`src/rtl/decoder_pkg.sv`:
```
// ============================================================================
// Module : decoder_pkg
// Brief  : Shared constants for the seven-segment decoder: glyph table,
//          segment-off pattern and segment bit positions.
// Rev    : 1.0  initial release
// ============================================================================
`default_nettype none

package decoder_pkg;

  // Segment bit positions within the cathode bus, order {g,f,e,d,c,b,a}
  localparam int SEG_A = 0;
  localparam int SEG_B = 1;
  localparam int SEG_C = 2;
  localparam int SEG_D = 3;
  localparam int SEG_E = 4;
  localparam int SEG_F = 5;
  localparam int SEG_G = 6;
  localparam int SEG_W = SEG_G + 1;

  // Active-low encoding: every segment dark
  localparam logic [SEG_W-1:0] SEG_OFF = 7'b1111111;

  localparam logic [SEG_W-1:0] GLYPH_TABLE [16] = '{
    7'b1000000, 7'b1111001, 7'b0100100, 7'b0110000,
    7'b0011001, 7'b0010010, 7'b0000010, 7'b1111000,
    7'b0000000, 7'b0010000, 7'b0001000, 7'b0000011,
    7'b1000110, 7'b0100001, 7'b0000110, 7'b0001110
  };

endpackage

`default_nettype wire

```
`src/rtl/decoder_seg_glyph.sv`:
```
// ============================================================================
// Module : seg_glyph
// Brief  : Combinational 4-bit value to active-low 7-segment glyph lookup.
//          Macro DECODER_HEX_EN enables glyphs A..F for values 10..15;
//          without it those values decode to all segments dark.
// Rev    : 1.0  initial release
// ============================================================================
`default_nettype none

module seg_glyph
  import decoder_pkg::*;
(
  input  logic [3:0]       number,
  output logic [SEG_W-1:0] glyph
);

`ifdef DECODER_HEX_EN
  assign glyph = GLYPH_TABLE[number];
`else
  assign glyph = (number > 4'd9) ? SEG_OFF : GLYPH_TABLE[number];
`endif

endmodule

`default_nettype wire

```
`src/rtl/decoder.sv`:
```
// ============================================================================
// Module : decoder
// Brief  : Registered seven-segment digit driver: glyph decode, polarity
//          select, one-hot-low anode decode, blanking. Optional hex glyphs
//          via macro DECODER_HEX_EN.
// Rev    : 1.0  initial release
// ============================================================================
`default_nettype none

module decoder
  import decoder_pkg::*;
#(
  parameter int NUM_DIGITS     = 8,
  parameter bit SEG_ACTIVE_LOW = 1'b1
) (
  input  logic                  clk,
  input  logic                  rst_n,
  input  logic [3:0]            number,
  input  logic [2:0]            digit_sel,
  input  logic                  blank,
  output logic [SEG_W-1:0]      cathode,
  output logic [NUM_DIGITS-1:0] AN
);

  // Dark pattern in the configured output polarity
  localparam logic [SEG_W-1:0] c_cat_off = SEG_ACTIVE_LOW ? SEG_OFF : ~SEG_OFF;

  logic [SEG_W-1:0]      w_glyph;
  logic                  w_in_range;
  logic [SEG_W-1:0]      cathode_d, cathode_q;
  logic [NUM_DIGITS-1:0] an_d, an_q;

  seg_glyph u_seg_glyph (
    .number (number),
    .glyph  (w_glyph)
  );

  assign w_in_range = ({29'd0, digit_sel} < NUM_DIGITS);

  always_comb begin
    an_d = '1;
    for (int i = 0; i < NUM_DIGITS; i++) begin
      if (!blank && (digit_sel == i[2:0])) begin
        an_d[i] = 1'b0;
      end
    end
  end

  always_comb begin
    cathode_d = c_cat_off;
    if (!blank && w_in_range) begin
      cathode_d = SEG_ACTIVE_LOW ? w_glyph : ~w_glyph;
    end
  end

  always_ff @(posedge clk or negedge rst_n) begin
    if (!rst_n) begin
      cathode_q <= c_cat_off;
      an_q      <= '1;
    end else begin
      cathode_q <= cathode_d;
      an_q      <= an_d;
    end
  end

  assign cathode = cathode_q;
  assign AN      = an_q;

endmodule

`default_nettype wire

```
`config.mk`:
```
export PLATFORM = sky130hd
export DESIGN_NAME = decoder
export DESIGN_NICKNAME = d
export VERILOG_FILES = /design/src/rtl/decoder_pkg.sv /design/src/rtl/decoder_seg_glyph.sv /design/src/rtl/decoder.sv
export SDC_FILE = /design/constraint.sdc
export NUM_CORES = 1
export LEC_CHECK = 0
export ABC_AREA = 1
export CAP_MARGIN = 40
export CORE_UTILIZATION = 44
export CTS_CLUSTER_DIAMETER = 80
export DETAILED_ROUTE_END_ITERATION = 10
export HOLD_SLACK_MARGIN = 0.08
export PLACE_DENSITY = 0.77
export SLEW_MARGIN = 15
export SYNTH_ARGS = -nofsm -noshare
export SYNTH_HDL_FRONTEND = slang
export SYNTH_HIERARCHICAL = 1
export SYNTH_SLANG_ARGS = --single-unit
```
`constraint.sdc`:
```
create_clock -name clk -period 0.8 [get_ports clk]
set_input_delay 0.12 -clock clk [delete_from_list [all_inputs] [get_ports clk]]
set_output_delay 0.12 -clock clk [all_outputs]
set_load 0.01 [all_outputs]
```
==> results.md <==
- Status: finished with violations
- Violated checks: DRC, setup timing
- Inserted Clock Buffers: 3
- Fillers: just over 100
- Non-Filler Instances: 134
- Vias per cell: ~5.0
- Tightest Hold Check Type: primary input to flop
- DRC: 4
- Fin. Hold Viols: 0
- Post-Syn Nets: 100
- # clock sinks: 15
- IR drop worst, VDD: ~0.001 V
- Boundary pin count: 25
- Yosys reg bits: 15
- Detail Placement HPWL: approximately 1300 µm
- Leak Pwr: roughly 0.58 nW
- Avg Cell Area, Syn: roughly 9 µm²
- Slew HR: 77.1%
- Critical-path top delay cell: dfstp_2
- Critical path, cell by cell: buf_6
- Die Y: ~44 µm
- Gate power share: roughly a quarter
- Synth-to-Final Area Change: 58.6%
- CP peak stage delay: 0.55 ns
- Hold Path Cell Cnt: 3
- DRT iter0 DRCs: 22
- Post-detailed-route wirelength per cell: 12.7 µm
- Vias in the first global route: between 600 and 700
- Nets: 136
- GPL Wtd Cong: ~0.87
- Die area: ~1900 µm²
- First-pass GRT wire length: roughly 2700 µm
- FF/Latch Area: slightly below 400 µm²
- Worst EP arrival: ~0.93 ns
- Post-Place Worst Slack: -0.789 ns
- Final setup violation count: 15
- Final min period: around 1.1 ns
- Final core utilization: between 70 and 80%
- Area of the core: roughly 1600 µm²
- Count of pins over their slew limit: 0
- Final worst setup slack: -0.254 ns
- Element type at the critical path start: flop
- Least-Margin Pin Slew: 0.343 ns
- Flop pwr share: between 50% and 60%
- Clock buffer depth: 2
- Final ANT Viol Nets: 0
- Unrepaired setup endpoints after global routing: true
- Post-Syn Instances: 83
- WP depth: 1
- Met2 GRT Util: about two fifths
- CP Data Required Time: about 0.68 ns
- Proportion of layout cells with a drive suffix above 1: between 50% and 60%
- Setup TNS Final: -3.45 ns
- Clock power share: roughly 26%
- FP Rows: 14
- Initial antenna violation count: 0
- Met1 Use GR: roughly a fifth
- Vias: approximately 670
- Max frequency: between 900 and 1000 MHz
- GR peak layer: met2
- Die W: between 40 and 50 µm
- Seq/Total Area, Yosys: 51.6%
- Crit Path Max Fanout: 1
- Post-placement cell area: between 1000 and 1500 µm²
- Synthesized cell area: approximately 760 µm²
- Yosys top cell by area: dfstp_2
- Tot GR Track Use: 20.4%
- Post-synth cell types: 13
- P_sw: around 0.45 mW
- Total power draw: between 1.5 and 2 mW
- Largest net degree at the start of global routing: 16
- Setup crit end kind: primary output
- Post-CTS Setup Inserts: 0
- # diodes: 0
- Power density cells: around 1400 nW/µm²
- Multi-input gate area: between 300 and 400 µm²
- Reg clk slew, reported paths: ~0.09 ns
- Top delay family on crit path: flip-flops
- Synth Warn #: 6
- H-tree Lvls: 1
- Final Cycle Share: 132%
- First drt pass iteration count: 7
- I/O Buffers: 24
- Routing usage on met3: about 5%
- Placed cells: between 100 and 150
- CTS tree: built
- Critical path class: flop to primary output
- Internal power: 1.21 mW
- WP buf/inv: 1
- Max-cap violations: 0
- Total congestion overflow: 0
- Initial Util: a little under 50%
- Sw frac: about 27%
- Root Buffer: clkbuf_4
- WHS: ~0.30 ns
- Ranking of synthesized cells by area: dfstp_2 52%, nand2_1 13%, ha_1 11%
- Top cell type's share of synthesized area: 51.6%
- Fin area: 1210 µm²
- Final wirelength: ~1700 µm
power groups by stage:
stage	combinational, mW	sequential [mW]	clock (mW)
after global placement	0.362	0.840	0
final	0.404	0.837	0.424
after detailed placement	0.373	0.841	0
after CTS	0.381	0.837	0.431
after floorplan	0.134	0.862	0
after global routing	0.436	0.840	0.475
logic make-up after synthesis:
logic type / Yosys count / share of synthesized area, %
flip-flops: 15 / 51.6
AND/OR/NAND/NOR: 49 / 30.6
AO/OA/AOI/OAI: 3 / 1.96
buffers and inverters: 9 / 4.42
adder cells (fa/ha/maj): 7 / 11.5
area by class of cell:
cell class	count	share of cell area, %
flip-flops and latches	15	32.5
inverters	9	3.41
multi-input cells	59	32.8
clock buffers	3	1.86
clock inverters	1	0.413
repair buffers	31	27.3
well taps	16	1.65
cell usage after synthesis:
library cell  number
dfstp_2           15
ha_1               7
inv_1              8
inv_2              1
nand2_1           27
nand2_2            1
nand3_1            7
nand3_4            1
nor2_1             3
nor2_2             2
o21ai_0            3
or2_0              1
or2_1              7
final timing paths:
kind / slack, ns / to / start
worst max-delay path: -0.25 / AN[1] / AN[1]$_DFF_PN1_
worst min-delay path: 0.30 / AN[0]$_DFF_PN1_ / blank
max in group asynchronous: 0.44 / cathode[3]$_DFF_PN1_ / rst_n
min in group asynchronous: 0.32 / AN[2]$_DFF_PN1_ / rst_n
per-layer routing:
| metal | wire length, µm | up-vias |
|---|---|---|
| li1 | - | 326 |
| met1 | 639 | 312 |
| met2 | 946 | 23 |
| met3 | 79 | 4 |
| met4 | 39 | 0 |
| met5 | 0 | - |
registers in the layout, summed over array words and instances (netlist names):
| signal | cells |
|---|---|
| AN | 8 |
| cathode | 7 |
cells in the final DEF, fill, tap and decap left out, types with 2 or more instances in the layout:
master / instances
nand2_1: 23
buf_6: 18
dfstp_2: 15
or2_1: 7
nand3_1: 6
inv_1: 5
buf_4: 5
clkdlybuf4s50_1: 4
ha_1: 4
nor2_1: 3
clkbuf_4: 3
nand2_2: 3
nand2_4: 2
inv_2: 2
o21ai_0: 2
ha_4: 2
what timing repair did:
item,in CTS,in global routing
hold buffers,0,0
pin swaps,0,4
gates resized for setup,91,11
setup endpoints to repair,22,29
Power figures use the tool's default switching activity.
